[config.mk]
export PLATFORM = sky130hd
export DESIGN_NAME = multi_freq_divider
export DESIGN_NICKNAME = d
export VERILOG_FILES = /design/src/rtl/multi_freq_divider.sv
export SDC_FILE = /design/constraint.sdc
export NUM_CORES = 1
export LEC_CHECK = 0
export CAP_MARGIN = 30
export CORE_UTILIZATION = 30
export CTS_CLUSTER_DIAMETER = 100
export CTS_CLUSTER_SIZE = 24
export DETAILED_ROUTE_END_ITERATION = 10
export GPL_ROUTABILITY_DRIVEN = 0
export PLACE_DENSITY = 0.44
export SLEW_MARGIN = 20
export SYNTH_ARGS = -nofsm -noshare
export SYNTH_HDL_FRONTEND = slang
export SYNTH_SLANG_ARGS = --single-unit
[constraint.sdc]
create_clock -name clock -period 6.22 [get_ports clock]
set_input_delay 1.244 -clock clock [delete_from_list [all_inputs] [get_ports clock]]
set_output_delay 1.244 -clock clock [all_outputs]
set_load 0.05 [all_outputs]
[src/rtl/multi_freq_divider.sv]
// Multi-channel programmable frequency divider: each channel toggles its square-wave
// output every half-period clocks and pulses tick on every toggle.
module multi_freq_divider #(
    parameter int          CHANNELS    = 4,
    parameter int          WIDTH       = 32,
    parameter int unsigned DEFAULT_DIV = 2500,
    localparam int         LCW         = (CHANNELS > 1) ? $clog2(CHANNELS) : 1
) (
    input  logic                clock,
    input  logic                reset_n,
    input  logic [CHANNELS-1:0] enable,
    input  logic                load,
    input  logic [LCW-1:0]      load_ch,
    input  logic [WIDTH-1:0]    load_value,
    input  logic                sync_clear,
    output logic [CHANNELS-1:0] clock_div,
    output logic [CHANNELS-1:0] tick
);

    localparam logic [WIDTH-1:0] DEF_HALF = WIDTH'(DEFAULT_DIV);

    genvar gi;
    generate
        for (gi = 0; gi < CHANNELS; gi++) begin : g_chan
            logic [WIDTH-1:0] count_reg;
            logic [WIDTH-1:0] half_reg;
            logic [WIDTH-1:0] pend_reg;
            logic             pend_v_reg;
            logic             div_reg;
            logic             tick_reg;
            logic [WIDTH-1:0] last_count;
            logic             hit;
            logic             expire;

            // A half-period of 0 is treated as 1, so the last count value is 0 in both cases.
            assign last_count = (half_reg == '0) ? '0 : half_reg - WIDTH'(1);
            // Out-of-range channel indices never match any channel and are dropped here.
            assign hit        = load && (load_ch == LCW'(gi));
            // ">=" also catches a counter left beyond a freshly shrunk half-period.
            assign expire     = enable[gi] && (count_reg >= last_count);

            always_ff @(posedge clock or negedge reset_n) begin
                if (!reset_n) begin
                    count_reg  <= '0;
                    half_reg   <= DEF_HALF;
                    pend_reg   <= '0;
                    pend_v_reg <= 1'b0;
                    div_reg    <= 1'b0;
                    tick_reg   <= 1'b0;
                end else begin
                    tick_reg <= 1'b0;
                    if (sync_clear) begin
                        count_reg <= '0;
                        div_reg   <= 1'b0;
                        if (pend_v_reg) half_reg <= pend_reg;
                    end else if (enable[gi]) begin
                        if (expire) begin
                            count_reg <= '0;
                            div_reg   <= ~div_reg;
                            tick_reg  <= 1'b1;
                            if (pend_v_reg) half_reg <= pend_reg;
                        end else begin
                            count_reg <= count_reg + WIDTH'(1);
                        end
                    end else if (pend_v_reg) begin
                        half_reg <= pend_reg;
                    end

                    // A new load is staged after any application of the old staged value.
                    if (hit) begin
                        pend_reg   <= load_value;
                        pend_v_reg <= 1'b1;
                    end else if (sync_clear || !enable[gi] || expire) begin
                        pend_v_reg <= 1'b0;
                    end
                end
            end

            assign clock_div[gi] = div_reg;
            assign tick[gi]      = tick_reg;
        end
    endgenerate

endmodule

Yosys cells after proc, flatten, opt, wreduce, memory -nomap -nowiden
Index checks and enable logic that the tools add are counted.
W data, S select, Z words.
- register bits: 396
- input bits: 42
- output and inout port bits: 8
- $add $sub $neg: 8
- order comparisons: 4
- equal/unequal tests: 7
- mux-type cells: 64
- bitwise logic cells: 4
- reductions and logical operators: 41
- operators with widths (cell ; count):
    $mux W32 ; 32
    $add A32 B1 Y32 const B ; 4
    $ge A32 B32 Y1 ; 4
    $logic_not A32 Y1 ; 4
    $sub A32 B1 Y32 const B ; 4
    $mux W1 ; 32
    $reduce_bool A2 Y1 ; 12
    $ne A3 B1 Y1 const B ; 4
    $logic_and A1 B1 Y1 ; 8
    $logic_or A1 B1 Y1 ; 8
    $reduce_and A2 Y1 ; 4
    $eq A2 B2 Y1 const B ; 2
    $logic_not A1 Y1 ; 4
    $not A1 Y1 ; 4
    $eq A2 B1 Y1 const B ; 1
    $logic_not A2 Y1 ; 1

Depth between registers and ports, before layout
Gate-level depths: netlist of run 1.
- depth in word-level cells: 7
- gate-level depth with buffers: 18

Worst setup path before layout of run 1
OpenSTA, ideal clock, no wires.
- path kind: register to register
- from: register g_chan[3].half_reg[15]
- to: register g_chan[3].half_reg[13]
- setup time: 0.125 ns
- arrival time: 4.615 ns
- data required time: 6.095 ns
- path slack: 1.480 ns
- cell stages (with the launch flop): 15
- path buffers: 1
- cell sequence: dfrtp_1 -> or4_4 -> or4_4 -> or4_1 -> or3_1 -> nor3b_1 -> a21oi_1 -> ha_1 -> nand4_1 -> nor2_1 -> a221oi_1 -> o211ai_1 -> o41ai_2 -> buf_2 -> mux2_2
- longest elaborated chain between the ends: 5
- ends and longest elaborated chain (item ; line ; RTL):
    from (decl) ; 26 ; logic [WIDTH-1:0] half_reg;
    from (signal assigned) ; 55 ; if (pend_v_reg) half_reg <= pend_reg;
    from (signal assigned) ; 61 ; if (pend_v_reg) half_reg <= pend_reg;
    from (signal assigned) ; 66 ; half_reg <= pend_reg;
    $sub A32 B1 Y32 or $logic_not A32 Y1 (tied branches) ; 36 ; assign last_count = (half_reg == '0) ? '0 : half_reg - WIDTH'(1);
    $mux W32 (*) ; 36 ;
    $ge A32 B32 Y1 (*) ; 40 ; assign expire = enable[gi] && (count_reg >= last_count);
    $logic_and A1 B1 Y1 (*) ; 40 ;
    $ne A3 B1 Y1 (no source line) (*) ; - ;
Mark *: on every way between the ends. The rest lies on a longest branch, timed or not.
A chain may end at the register's enable or synchronous reset.

Worst setup path after layout of run 1
- from: register g_chan[0].half_reg[5]
- to: register g_chan[0].half_reg[13]
- longest elaborated chain between the ends: 5
- ends and longest elaborated chain (item ; line):
    from (decl) ; 26
    from (signal assigned) ; 55
    from (signal assigned) ; 61
    from (signal assigned) ; 66
    $sub A32 B1 Y32 or $logic_not A32 Y1 (tied branches) ; 36
    $mux W32 (*) ; 36
    $ge A32 B32 Y1 (*) ; 40
    $logic_and A1 B1 Y1 (*) ; 40
    $ne A3 B1 Y1 (no source line) (*) ; -
Marks and branches as above.

==> reports/metrics.cfg, run 1 <==
[logic_synthesis]
largest_family_of_logic_cells_by_synthesized_area=simple AND/OR/NAND/NOR gates
yosys.area_share.adder_pct=7.535
async_reset_ff_share_pct=100.0
ys_warn_count=0
synth_edf_count=0
post_synth_mux_area_share_pct=13.41
synth_ff_type=sky130_fd_sc_hd__dfrtp_1
postSynthNetCount=2498
yosys_register_bits=396
netlist_instances=2316
ys_types=69
synthSimpleGateAreaFrac_pct=20.29
synth_sequential_area_ratio_pct=42.74
share_of_the_synthesized_area_in_compound_gates_ao_oa_aoi_oai_pct=9.688
mappedNetlistArea_mm2=0.02325
share_of_the_synthesized_netlist_area_taken_by_xor_and_xnor_gates_pct=3.692
postSynthAreaPerCell_um2=10.04

[finish]
layout.core_utilization_pct=33.66
area_delta_synth_final_pct=10.52
net_count_final=2513
layout_cells_sized_above_1_pct=16.36
postLayoutCellArea_mm2=0.02569
layout.cells.non_filler=3377
mostFrequentLayoutCell=sky130_fd_sc_hd__dfrtp_1
diodes=0
mostFrequentLayoutCells=376 x sky130_fd_sc_hd__dfrtp_1, 310 x sky130_fd_sc_hd__nand2_1, 226 x sky130_fd_sc_hd__mux2_2

[timing]
fmax_ghz=0.1889
final-hold-violation-count=0
timing.final.crit_share_pct=85.10
slew-limit-headroom_pct=39.05
fin_worst_skew_ns=0.02857
grt_setup_unrepaired=no
finalSetupTns_ns=0
final_max_slew_viol_count=0
setup_violations=0
max_slew.worst_pin.slew_ns=0.9143
period_needed_ns=5.293

[clock_network]
clock_tree_from_tritoncts=yes
bufs_on_longest_clock_path=3
numClockSinks=396
htreeDepth=1
numCtsBuffers=23
insertion_delay_ns=0.60
cts.hold.buffers_added=0
clk_root_buffer_cell=sky130_fd_sc_hd__clkbuf_16
worst_setup_hold_path_clk_slew_ns=0.10
cts_resized=0
cts_post_setup_buffers_inserted=0

[power_and_ir_drop]
power.static_leakage_nw=10.94
max-vdd-ir-drop_v=0.0002387
pwr_dens_mw_per_mm2=283.0

[die]
fp.dieH_um=280.4
std_cell_rows=101
design.core.area_mm2=0.07633
io_pins=50
die_width_um=280.4
initial_core_util_pct=30.46
floorplan.die_area_mm2=0.07860

[route]
drt_iter0_markers=948
finalWirelength_um=64000
tritonroute_pass_1_iters=5
drt_drc_violations_left=0
dr.max_layer_used=met4
wl_met3_um=1829
detail-route-antenna-nets=0
routed-wl-met2_um=29620
wl_met1_um=31380
wire_per_inst_um=18.95
total_number_of_vias=17570
avgViaCountPerCell=5.204

[critical_path]
crit_chain=or4_1 -> nor4b_1 -> and3_1 -> nand2_1 -> o21ai_0 -> ha_1 -> nor3_1 -> nor4_1 -> a211oi_1 -> o211ai_1 -> or2_1 -> o21ai_2 -> buf_4 -> mux2_2
critical_path.max_fanout=32
cp_data_arrival_time_ns=5.78
endpoint_kind=register
worst_path_dominant_cell_family=simple AND/OR/NAND/NOR gates
timing_worst_setup_path_type=register to register
required_time_of_the_critical_path_ns=6.71
largest_incremental_delay_on_the_critical_path_ns=0.67
worst_setup_path_start_kind=register
critical_path_buf_inv_count=1
cpMaxStageDelayCell=sky130_fd_sc_hd__nor4b_1
path_depth=14
worstRegToRegCells=14

[placed_design]
numPlacedInstances=3332
port_buffers=49
dpl_cell_area_mm2=0.02490
dpl.hpwl_um=45160

[global_routing]
grt_antenna_before_repair=4
grt_max_degree=124
globalRouteTotalUtil_pct=16.27
grt_pass1_wl_um=101400
overflow=0
number_of_global_route_vias_before_repair=17280

[min_path]
hp-class=register to register
hold-path-cell-count=1

[run]
drv.max_cap_violation_count=0

[run_status]
status=complete, no violations

==> per-layer routing <==
layer  global-route usage (%)  vias up
li1                         -     8486
met1                    23.25     8779
met2                    26.61      247
met3                    1.374       62
met4                    3.601        0
met5                        0        -
==> kinds of logic (layout without fill, tap and decap cells) <==
kind of cell               after synthesis  after routing
buffers and inverters                  133            164
DFF                                    396            396
xor gates and xnor gates                98             98
and+or+nand+nor                        927            927
adders and majority gates              140            140
AOI/OAI and AO/OA                      354            354
muxes                                  268            268
==> synth_stat cells (20+ instances only) <==
| cell | number | area share, % |
|---|---|---|
| sky130_fd_sc_hd__dfrtp_1 | 376 | 40 |
| sky130_fd_sc_hd__nand2_1 | 310 | 5.0 |
| sky130_fd_sc_hd__mux2_2 | 226 | 11 |
| sky130_fd_sc_hd__ha_1 | 140 | 7.5 |
| sky130_fd_sc_hd__nor2_1 | 135 | 2.2 |
| sky130_fd_sc_hd__a21oi_1 | 96 | 2.1 |
| sky130_fd_sc_hd__nand3_1 | 79 | 1.7 |
| sky130_fd_sc_hd__nor3_1 | 76 | 1.6 |
| sky130_fd_sc_hd__clkbuf_1 | 71 | 1.1 |
| sky130_fd_sc_hd__o21ai_0 | 70 | 1.5 |
| sky130_fd_sc_hd__a31oi_1 | 67 | 1.8 |
| sky130_fd_sc_hd__xor2_1 | 67 | 2.5 |
| sky130_fd_sc_hd__nor4_1 | 56 | 1.5 |
| sky130_fd_sc_hd__and3_1 | 41 | 1.1 |
| sky130_fd_sc_hd__nand4_1 | 41 | 1.1 |
| sky130_fd_sc_hd__nor2b_1 | 40 | 1.1 |
| sky130_fd_sc_hd__nand3b_1 | 39 | 1.3 |
| sky130_fd_sc_hd__inv_1 | 35 | 0.57 |
| sky130_fd_sc_hd__xnor2_1 | 31 | 1.2 |
| sky130_fd_sc_hd__mux2_4 | 30 | 1.9 |
| sky130_fd_sc_hd__a22o_1 | 26 | 0.98 |
| sky130_fd_sc_hd__dfstp_2 | 20 | 2.3 |
==> cell type report <==
class / instances / area, µm²
sequential: 396 / 9935
multi-input combinational: 1787 / 12760
fill: 7807 / 50640
clock inverter: 11 / 137.6
tap: 1030 / 1289
timing repair buffer: 88 / 825.8
inverter: 35 / 131.4
clock buffer: 30 / 611.8
==> metrics by stage <==
| step | hold slack (ns) | setup WS [ns] | power [mW] |
|---|---|---|---|
| 6_report | 0.4894 | 0.9266 | 7.271 |
| 3_5_place_dp | 0.4754 | 0.9131 | 5.597 |
| 4_1_cts | 0.4993 | 0.8828 | 7.399 |
| 5_1_grt | 0.5114 | 0.4822 | 7.783 |
| 3_3_place_gp | 0.4667 | 0.9969 | 5.531 |
| 2_1_floorplan | 0.4463 | 1.480 | 4.936 |
==> report_power, final <==
part           internal [mW]  leakage (nW)  total (mW)  switching, mW
clock                  0.770         0.357        1.75          0.980
sequential              3.09          4.97        3.62          0.533
combinational          0.973          5.61        1.90          0.924
==> final timing paths <==
kind                                                     from                                  end  slack, ns
min in group asynchronous                             reset_n  g_chan[2].count_reg[12]$_DFFE_PN0P_       0.69
min                        g_chan[3].pend_reg[31]$_DFFE_PN0P_   g_chan[3].half_reg[31]$_DFFE_PN0P_       0.49
min reg2reg                g_chan[3].pend_reg[31]$_DFFE_PN0P_   g_chan[3].half_reg[31]$_DFFE_PN0P_       0.49
max in group asynchronous                             reset_n   g_chan[1].half_reg[30]$_DFFE_PN0P_       4.38
max reg2reg                 g_chan[0].half_reg[5]$_DFFE_PN0P_   g_chan[0].half_reg[13]$_DFFE_PN0P_       0.93
max                         g_chan[0].half_reg[5]$_DFFE_PN0P_   g_chan[0].half_reg[13]$_DFFE_PN0P_       0.93
Power figures use the tool's default switching activity.
==> run 2, diff against run 1 <==
--- a/config.mk
+++ b/config.mk
@@ -10,7 +10,6 @@
 export CTS_CLUSTER_DIAMETER = 100
 export CTS_CLUSTER_SIZE = 24
 export DETAILED_ROUTE_END_ITERATION = 10
-export GPL_ROUTABILITY_DRIVEN = 0
 export PLACE_DENSITY = 0.44
 export SLEW_MARGIN = 20
 export SYNTH_ARGS = -nofsm -noshare
==> results of run 2 <==
No change in the layout: final DEF, timing and power equal those of run 1.
